<file path="config.mk">
export PLATFORM = sky130hd
export DESIGN_NAME = clock_mode_controller_flat
export DESIGN_NICKNAME = d
export VERILOG_FILES = /design/src/rtl/clock_mode_if.sv /design/src/rtl/clock_mode_controller.sv /design/src/flat_wrapper.sv
export SDC_FILE = /design/constraint.sdc
export NUM_CORES = 1
export LEC_CHECK = 0
export ABC_AREA = 1
export BUFFER_PORTS_ARGS = -buffer_cell sky130_fd_sc_hd__buf_2
export CORE_MARGIN = 4
export CORE_UTILIZATION = 45
export CTS_BUF_LIST = sky130_fd_sc_hd__clkbuf_4 sky130_fd_sc_hd__clkbuf_8
export DETAILED_ROUTE_END_ITERATION = 6
export GPL_TIMING_DRIVEN = 1
export PLACE_DENSITY_LB_ADDON = 0.08
export SLEW_MARGIN = 20
export SYNTH_ARGS = -nofsm -noshare
export SYNTH_HDL_FRONTEND = slang
export SYNTH_SLANG_ARGS = --single-unit
</file>
<file path="constraint.sdc">
create_clock -name clk -period 2 [get_ports clk]
set_input_delay 0.5 -clock clk [delete_from_list [all_inputs] [get_ports clk]]
set_output_delay 0.5 -clock clk [all_outputs]
set_load 0.005 [all_outputs]
</file>
<file path="src/rtl/clock_mode_if.sv">
// Button inputs and registered control outputs between the front panel and the clock datapath.
// The controller takes the slave modport. Button sources and observers take the master modport.
interface clock_mode_if;
  logic       mode;
  logic       set;
  logic       op1;
  logic       op2;
  logic [1:0] mode_sel;
  logic [1:0] field_sel;
  logic       inc;
  logic       dec;
  logic       commit;
  logic       alarm_en;
  logic       sw_run;
  logic       sw_clear;
  logic       blink_on;

  modport master (
    output mode, set, op1, op2,
    input  mode_sel, field_sel, inc, dec, commit, alarm_en, sw_run, sw_clear, blink_on
  );

  modport slave (
    input  mode, set, op1, op2,
    output mode_sel, field_sel, inc, dec, commit, alarm_en, sw_run, sw_clear, blink_on
  );
endinterface

</file>
<file path="src/rtl/clock_mode_controller.sv">
// Front-panel sequencer: button edges -> mode/field selection, set strobes, stopwatch control, blink, timeout.
// Optional build macro AUTO_REPEAT_EN: a held op button re-issues inc/dec while setting.
module clock_mode_controller #(
  parameter int unsigned TICK_DIV     = 50_000_000,
  parameter int unsigned SET_TIMEOUT  = 10,
  parameter int unsigned BLINK_HALF   = 1,
  parameter int unsigned REPEAT_DELAY = 2,
  parameter int unsigned REPEAT_RATE  = 1
) (
  input logic         clk,
  input logic         reset,
  clock_mode_if.slave bus
);

`ifdef AUTO_REPEAT_EN
  localparam bit RPT_EN = 1'b1;
`else
  localparam bit RPT_EN = 1'b0;
`endif

  localparam int unsigned PW   = (TICK_DIV > 1) ? $clog2(TICK_DIV) : 1;
  localparam int unsigned TW   = (SET_TIMEOUT > 1) ? $clog2(SET_TIMEOUT) : 1;
  localparam int unsigned BW   = (BLINK_HALF > 1) ? $clog2(BLINK_HALF) : 1;
  localparam int unsigned RMAX = (REPEAT_DELAY > REPEAT_RATE) ? REPEAT_DELAY : REPEAT_RATE;
  localparam int unsigned RW   = (RMAX > 1) ? $clog2(RMAX) : 1;

  localparam logic [1:0] MODE_CLOCK = 2'd0;
  localparam logic [1:0] MODE_ALARM = 2'd1;
  localparam logic [1:0] MODE_SW    = 2'd2;
  localparam logic [1:0] FIELD_NONE = 2'd0;
  localparam logic [1:0] FIELD_HOUR = 2'd1;
  localparam logic [1:0] FIELD_MIN  = 2'd2;
  localparam logic [1:0] FIELD_SEC  = 2'd3;

  typedef enum logic [1:0] {RUN, SET_H, SET_M, SET_S} state_t;

  state_t        state;
  logic [1:0]    mode_sel, field_sel;
  logic          inc, dec, commit, alarm_en, sw_run, sw_clear, blink_on;
  logic [3:0]    btn, btn_q, btn_rise;
  logic [PW-1:0] presc;
  logic [TW-1:0] tcnt;
  logic [BW-1:0] bcnt;
  logic [RW-1:0] rcnt;
  logic          rpt_act, rpt_armed;

  logic tick, in_set, any_edge;
  logic act_mode, act_set, act_op1, act_op2;
  logic hold_inc, hold_dec, rpt_hit, rpt_fire, t_expire, b_flip;

  assign btn      = {bus.mode, bus.set, bus.op1, bus.op2};
  assign btn_rise = btn & ~btn_q;
  assign any_edge = |btn_rise;

  // Only the highest-priority edge acts: mode > set > op1 > op2.
  assign act_mode = btn_rise[3];
  assign act_set  = btn_rise[2] & ~btn_rise[3];
  assign act_op1  = btn_rise[1] & ~|btn_rise[3:2];
  assign act_op2  = btn_rise[0] & ~|btn_rise[3:1];

  assign tick     = (presc == PW'(TICK_DIV - 1));
  assign in_set   = (state != RUN);
  assign hold_inc = bus.op1 & ~bus.op2;
  assign hold_dec = bus.op2 & ~bus.op1;

  assign rpt_hit  = ((32'(rcnt) + 32'd1) == (rpt_armed ? REPEAT_RATE : REPEAT_DELAY));
  assign rpt_fire = RPT_EN && rpt_act && in_set && (hold_inc || hold_dec) && !any_edge && tick && rpt_hit;
  assign t_expire = in_set && tick && !any_edge && !rpt_fire && ((32'(tcnt) + 32'd1) == SET_TIMEOUT);
  assign b_flip   = tick && ((32'(bcnt) + 32'd1) == BLINK_HALF);

  always_ff @(posedge clk) begin
    if (reset) begin
      state     <= RUN;
      mode_sel  <= MODE_CLOCK;
      field_sel <= FIELD_NONE;
      inc       <= 1'b0;
      dec       <= 1'b0;
      commit    <= 1'b0;
      sw_clear  <= 1'b0;
      alarm_en  <= 1'b0;
      sw_run    <= 1'b0;
      blink_on  <= 1'b1;
      // NOTE: edge history resets to "pressed" so a button held through reset must be released before it counts.
      btn_q     <= '1;
      presc     <= '0;
      tcnt      <= '0;
      bcnt      <= '0;
      rcnt      <= '0;
      rpt_act   <= 1'b0;
      rpt_armed <= 1'b0;
    end else begin
      btn_q <= btn;
      presc <= tick ? '0 : presc + PW'(1);
      // NOTE: strobes default low every cycle so each one lasts exactly one clock; later assignments override.
      inc      <= 1'b0;
      dec      <= 1'b0;
      commit   <= 1'b0;
      sw_clear <= 1'b0;

      if (in_set && (act_op1 || act_op2)) begin
        rpt_act   <= 1'b1;
        rpt_armed <= 1'b0;
        rcnt      <= '0;
      end else if (!in_set || !(hold_inc || hold_dec) || any_edge) begin
        rpt_act   <= 1'b0;
        rpt_armed <= 1'b0;
        rcnt      <= '0;
      end else if (rpt_act && tick) begin
        if (rpt_hit) begin
          rpt_armed <= 1'b1;
          rcnt      <= '0;
        end else begin
          rcnt <= rcnt + RW'(1);
        end
      end

      case (state)
        RUN: begin
          blink_on <= 1'b1;
          tcnt     <= '0;
          bcnt     <= '0;
          if (act_mode) begin
            mode_sel <= (mode_sel == MODE_SW) ? MODE_CLOCK : mode_sel + 2'd1;
          end else if (act_set && mode_sel != MODE_SW) begin
            state     <= SET_H;
            field_sel <= FIELD_HOUR;
          end else if (act_op1) begin
            if (mode_sel == MODE_ALARM) alarm_en <= ~alarm_en;
            else if (mode_sel == MODE_SW) sw_run <= ~sw_run;
          end else if (act_op2 && mode_sel == MODE_SW && !sw_run) begin
            sw_clear <= 1'b1;
          end
        end
        default: begin
          if (act_set || t_expire) begin
            blink_on <= 1'b1;
            tcnt     <= '0;
            bcnt     <= '0;
            if (act_set && state == SET_H) begin
              state     <= SET_M;
              field_sel <= FIELD_MIN;
            end else if (act_set && state == SET_M) begin
              state     <= SET_S;
              field_sel <= FIELD_SEC;
            end else begin
              state     <= RUN;
              field_sel <= FIELD_NONE;
              commit    <= 1'b1;
            end
          end else begin
            inc <= act_op1 | (rpt_fire & hold_inc);
            dec <= act_op2 | (rpt_fire & hold_dec);
            // Any button activity, including a repeat strobe, restarts the inactivity window.
            if (any_edge || rpt_fire) tcnt <= '0;
            else if (tick)            tcnt <= tcnt + TW'(1);
            if (b_flip) begin
              bcnt     <= '0;
              blink_on <= ~blink_on;
            end else if (tick) begin
              bcnt <= bcnt + BW'(1);
            end
          end
        end
      endcase
    end
  end

  assign bus.mode_sel  = mode_sel;
  assign bus.field_sel = field_sel;
  assign bus.inc       = inc;
  assign bus.dec       = dec;
  assign bus.commit    = commit;
  assign bus.alarm_en  = alarm_en;
  assign bus.sw_run    = sw_run;
  assign bus.sw_clear  = sw_clear;
  assign bus.blink_on  = blink_on;

endmodule

</file>
<file path="src/flat_wrapper.sv">
// flat-port wrapper written by rule: the top's interface ports become plain ports
module clock_mode_controller_flat 
#(
  parameter int unsigned TICK_DIV     = 50_000_000,
  parameter int unsigned SET_TIMEOUT  = 10,
  parameter int unsigned BLINK_HALF   = 1,
  parameter int unsigned REPEAT_DELAY = 2,
  parameter int unsigned REPEAT_RATE  = 1
)
  (clk, reset, bus_mode, bus_set, bus_op1, bus_op2, bus_mode_sel, bus_field_sel, bus_inc, bus_dec, bus_commit, bus_alarm_en, bus_sw_run, bus_sw_clear, bus_blink_on);
  clock_mode_if bus_i ();
  input logic clk;
  input logic reset;
  input wire logic [$bits(bus_i.mode)-1:0] bus_mode;
  input wire logic [$bits(bus_i.set)-1:0] bus_set;
  input wire logic [$bits(bus_i.op1)-1:0] bus_op1;
  input wire logic [$bits(bus_i.op2)-1:0] bus_op2;
  output wire logic [$bits(bus_i.mode_sel)-1:0] bus_mode_sel;
  output wire logic [$bits(bus_i.field_sel)-1:0] bus_field_sel;
  output wire logic [$bits(bus_i.inc)-1:0] bus_inc;
  output wire logic [$bits(bus_i.dec)-1:0] bus_dec;
  output wire logic [$bits(bus_i.commit)-1:0] bus_commit;
  output wire logic [$bits(bus_i.alarm_en)-1:0] bus_alarm_en;
  output wire logic [$bits(bus_i.sw_run)-1:0] bus_sw_run;
  output wire logic [$bits(bus_i.sw_clear)-1:0] bus_sw_clear;
  output wire logic [$bits(bus_i.blink_on)-1:0] bus_blink_on;
  assign bus_i.mode = bus_mode;
  assign bus_i.set = bus_set;
  assign bus_i.op1 = bus_op1;
  assign bus_i.op2 = bus_op2;
  assign bus_mode_sel = bus_i.mode_sel;
  assign bus_field_sel = bus_i.field_sel;
  assign bus_inc = bus_i.inc;
  assign bus_dec = bus_i.dec;
  assign bus_commit = bus_i.commit;
  assign bus_alarm_en = bus_i.alarm_en;
  assign bus_sw_run = bus_i.sw_run;
  assign bus_sw_clear = bus_i.sw_clear;
  assign bus_blink_on = bus_i.blink_on;
  clock_mode_controller #(.TICK_DIV(TICK_DIV), .SET_TIMEOUT(SET_TIMEOUT), .BLINK_HALF(BLINK_HALF), .REPEAT_DELAY(REPEAT_DELAY), .REPEAT_RATE(REPEAT_RATE)) u_core (.clk(clk), .reset(reset), .bus(bus_i));
endmodule
</file>
# Word level (Yosys, flattened, before mapping)
# Cells that the tools add are included.
dict set report totals {
  register_bits 46
}
dict set report classes {
  reduce_logical 30
  eq_ne 10
  n_addsub 6
  bitwise 13
  mux 9
}
# op n
set op_table {}
lappend op_table {{$eq A32 B1 Y1 const B} 1}
lappend op_table {{$eq A32 B4 Y1 const B} 1}
lappend op_table {{$add A26 B1 Y26 const B} 1}
lappend op_table {{$eq A26 B26 Y1 const B} 1}
lappend op_table {{$mux W2} 7}
lappend op_table {{$reduce_or A4 Y1} 3}
lappend op_table {{$logic_and A1 B1 Y1} 9}
lappend op_table {{$not A1 Y1} 8}
lappend op_table {{$reduce_or A7 Y1} 1}
lappend op_table {{$reduce_and A6 Y1} 1}
lappend op_table {{$reduce_or A3 Y1} 2}
lappend op_table {{$add A4 B1 Y5 const B} 1}
lappend op_table {{$reduce_and A5 Y1} 1}
lappend op_table {{$reduce_or A5 Y1} 1}
lappend op_table {{$add A4 B1 Y4 const B} 1}
lappend op_table {{$and A4 B4 Y4} 1}
lappend op_table {{$eq A2 B1 Y1 const B} 2}
lappend op_table {{$eq A2 B2 Y1 const B} 2}
lappend op_table {{$logic_not A1 Y1} 4}
lappend op_table {{$ne A2 B2 Y1 const B} 2}
lappend op_table {{$not A4 Y4} 1}
lappend op_table {{$reduce_bool A2 Y1} 2}
lappend op_table {{$reduce_or A2 Y1} 2}
lappend op_table {{$and A1 B1 Y1} 3}
lappend op_table {{other kinds (9)} 10}

# Longest topological paths before layout
dict set report depth {
  word_depth 9
  ltp_mapped 11
  mapped_depth_nobuf 11
}

# Worst setup path before layout
# No wires, ideal clock.
dict set report synth_path {
  kind {reg2reg}
  start {register u_core.presc[0]}
  end {register u_core.tcnt[0]}
  t_required_ns 1.884
  period_less_slack_ns 1.577
  stages_incl_launch_ff 11
  n_path_buf 0
  arrival_time_ns 1.461
  slack_ns 0.423
  setup_time_ns 0.116
  path_cell_list {dfxtp_1 ha_1 nand3_4 nor2_8 nand3_4 nor2_8 nand3_2 nand2_2 nor2_1 nand2_2 nor2_1}
}
dict set report synth_between {
  elab_chain_cells 6
}
# element line
set synth_lines {}
lappend synth_lines {{start, declared} clock_mode_controller.sv:41} ;# logic [PW-1:0] presc;
lappend synth_lines {{start signal, assigned} clock_mode_controller.sv:93} ;# presc <= tick ? '0 : presc + PW'(1);
lappend synth_lines {{$eq A26 B26 Y1 *} clock_mode_controller.sv:61} ;# assign tick = (presc == PW'(TICK_DIV - 1));
lappend synth_lines {{$logic_and A1 B1 Y1 (3 in series)} clock_mode_controller.sv:68} ;# assign t_expire = in_set && tick && !any_edge && !rpt_fire && ((32'(tcnt) + 32'd1) == SET_TIMEOUT);
lappend synth_lines {{$logic_or A1 B1 Y1} clock_mode_controller.sv:135} ;# if (act_set || t_expire) begin
lappend synth_lines {{$reduce_or A7 Y1 (no line)} n/a}
lappend synth_lines {{end signal, assigned} clock_mode_controller.sv:155} ;# else if (tick) tcnt <= tcnt + TW'(1);
lappend synth_lines {{end, declared} clock_mode_controller.sv:42} ;# logic [TW-1:0] tcnt;
# Mark *: on every way between the ends. The rest lies on a longest branch, timed or not.
# A chain may end at the register's enable or synchronous reset.

# Worst setup path after layout
# Ends and elaborated chain as after synthesis.

==> impl_metrics.csv <==
group,metric,value,unit
detailed_routing,wire_per_inst,11.0,um
worst_setup_path,critical_path.startpoint,"u_core.presc[0]",
die,ioPinCount,17,
synthesis,yosysUniqueCellTypes,31,
worst_setup_path,cp_max_fo,5,
grt,grtUsageMet3,4.08,%
sta,setup_viol,0,
clock_tree,cts_htree_levels,2,
clock_tree,hold_buffers,0,
synthesis,synthTopCellsByCount,"nand2_1, inv_1, nor2_1, dfxtp_1, a21oi_1",
grt,antenna_found_initial,0,
detailed_routing,ant_nets,0,
power,p_int,1.25,mW
placed_design,dpl.hpwl,3410,um
clock_tree,clk_latency,0.30,ns
worst_setup_path,worst_ep_required_time,2.19,ns
synthesis,yosysWarningCount,0,
power,p_leak,1.04,nW
synthesis,synthesis.nets,325,
power,clkPwrFrac,37.1,%
clock_tree,clk_pin_slew_worst_paths,0.08,ns
detailed_routing,first_pass_iters,4,
clock_tree,cts_root_buffer,"clkbuf_8",
synthesis,synth.most_common_cell,"nand2_1",
power,sw_frac_of_total,22.1,%
detailed_routing,drt-total-wl,4480,um
grt,met1_usage,22.0,%
synthesis,netlist.area_leader.share,40.8,%
power,power.switching,0.353,mW
min_path,hold_depth,2,
clock_tree,cts_tree,"built",
synthesis,syn_area,2260,sq um
die,initial_core_util,47.2,%
die,coreArea,4790,sq um
sta,maxSlewViolCount,0,
power,finalPower,1.60,mW
synthesis,synthArstFlopShare,0,%
clock_tree,numCtsBuffers,5,
grt,grt_max_degree,19,
finish,fin_nets,349,
grt,grt_usage,15.7,%
worst_setup_path,crit_end,"u_core.tcnt[0]",
finish,antenna_cells,0,
clock_tree,cts_setup_buffers,0,
run,maxCapViolCount,0,
grt,grt_pass1_wl,7820,um
power,vdd_drop_max,0.370,mV
die,row_count,25,
sta,hold_viol,0,
die,die_x,78.9,um
grt,grt_use_met2,23.9,%
finish,final_cells,408,
detailed_routing,vias_per_cell,4.73,
power,seqPwrFrac,58.5,%
sta,fmax,0.584,GHz
die,die_h,78.9,um
worst_setup_path,critPathLaunchType,"register",
grt,grt_pass1_vias,1742,
worst_setup_path,reg2reg_depth,10,
worst_setup_path,r2r_slack,0.29,ns
die,die-area,6220,sq um
detailed_routing,drtIter0Drc,108,
synthesis,syn_avg_cell_area,7.15,sq um
synthesis,synth_edf_count,0,
synthesis,synthCells,316,
status,status,"complete, no violations",
sta,tns,0,ns
sta,timing.final.crit_share,85.6,%
sta,rsz0062_at_grt,"false",
sta,worst_slew_pin_slew,0.476,ns
worst_setup_path,crit_type,"register to register",
synthesis,yosysSeqAreaShare,40.8,%
clock_tree,cts_resized,0,
placed_design,portBuffers,16,
placed_design,gp_congestion,0.829,
grt,overflow,0,
synthesis,synth.largest_area_cell,"dfxtp_1",
sta,slew_headroom,68.1,%
min_path,hp-class,"primary input to register",
worst_setup_path,r2r-start,"u_core.presc[0]",
synthesis,ys.flop_type,"dfxtp_1",
placed_design,dp.cells,400,
finish,layout-drive-gt1-share,15.0,%
detailed_routing,vias,1929,
finish,syn2layout_area_growth,11.8,%
clock_tree,cts_sinks,46,
power,power.density,633,nW/um^2
synthesis,yosys_register_bits,46,
grt,top_usage_layer,"met2",
clock_tree,clockBufferDepth,2,
sta,finClkSkew,0.00633,ns
worst_setup_path,cp.arrival,1.90,ns
detailed_routing,drc,0,
power,p_comb_share,4.3,%
synthesis,synth.area.top_cells,"dfxtp_1, nand2_1, inv_1",
sta,layout_min_cycle_time,1.71,ns
finish,fillers,492,
worst_setup_path,cp-end-kind,"register",
worst_setup_path,reg2reg_to,"u_core.tcnt[0]",
## critical path: stages, from the launching register on
cell and delay [ns]:
dfxtp_1 0.38, ha_1 0.26, nand3_4 0.13, nor2_8 0.15, nand3_4 0.10, nor2_8 0.19
nand3_2 0.08, nand2_2 0.10, nor2_1 0.08, nand2_2 0.10, nor2_1 0.04
## through the flow
stage | util (%) | setup WS (ns) | cell area, sq um | hold WS [ns]
after CTS | 52.8 | 0.267 | 2530 | 0.392
final | 52.8 | 0.289 | 2530 | 0.407
after global placement | 50.8 | 0.327 | 2430 | 0.448
after detailed placement | 50.8 | 0.285 | 2430 | 0.454
after floorplan | - | 0.423 | 2260 | 0.430
after global routing | 52.8 | 0.122 | 2530 | 0.402
## power groups by stage
stage	registers, mW	clock network [mW]	logic [mW]
final	0.936	0.594	0.0693
after global routing	0.938	0.651	0.0810
after CTS	0.936	0.617	0.0703
after detailed placement	0.958	0	0.0701
after global placement	0.957	0	0.0695
after floorplan	0.957	0	0.0514
## cell type report
cell class | instances | area, sq um | area share, %
Clock inverter | 1 | 5.00 | 0.198
Clock buffer | 7 | 90.1 | 3.57
Multi-Input combinational cell | 216 | 1120 | 44.5
Inverter | 52 | 200 | 7.92
Sequential cell | 46 | 921 | 36.5
Timing Repair Buffer | 19 | 103 | 4.06
Tap cell | 67 | 83.8 | 3.32
## flip-flops by register name, indices dropped and copies added, names as in the netlist, 2 cells and up
signal                flops
u_core.presc             26
u_core.tcnt               4
u_core.bus.field_sel      2
u_core.bus.mode_sel       2
u_core.btn_q              4
## layout by cell type, fill, tap and decap left out
cell,synthesis,final
a211oi_1,1,1
a21oi_1,18,18
buf_2,0,16
buf_4,0,3
clkbuf_4,0,1
clkbuf_8,0,6
clkinv_2,0,1
dfxtp_1,46,46
ha_1,3,3
inv_1,48,48
inv_2,2,2
inv_4,2,2
nand2_1,69,69
nand2_2,2,2
nand3_1,15,15
nand3_2,2,2
nand3_4,2,2
nand3b_1,2,2
nand4_1,7,7
nor2_1,48,48
nor2_2,3,3
nor2_4,2,2
nor2_8,2,2
nor3_1,9,9
nor3_2,1,1
nor3b_1,1,1
nor3b_2,1,1
nor4_1,1,1
o21a_1,1,1
o21ai_0,7,7
o21ai_1,3,3
or2_2,5,5
xnor2_1,5,5
xor2_1,6,6
## worst min-delay path by stage
stage               startpoint               to  slack [ns]
2_1_floorplan  u_core.presc[0]  u_core.presc[0]        0.43
3_5_place_dp   u_core.presc[0]  u_core.presc[0]        0.45
6_report              bus_mode  u_core.btn_q[3]        0.41
4_1_cts               bus_mode  u_core.btn_q[3]        0.39
3_3_place_gp   u_core.presc[0]  u_core.presc[0]        0.45
5_1_grt                bus_set  u_core.btn_q[2]        0.40
## routing by layer
layer	part of all wire (%)	routed length [um]	up-vias
li1	-	-	1039
met1	52	2320	850
met2	44	1970	35
met3	3.4	151	5
met4	0.89	40	0
met5	0	0	-
## cells by family after synthesis
family	after synthesis	synth area share, %
and+or+nand+nor	172	36.9
buffers and inverters	54	9.52
DFF	46	40.8
AOI/OAI and AO/OA	30	6.87
xor gates and xnor gates	11	4.26
adders and majority gates	3	1.66
Power figures use the tool's default switching activity.
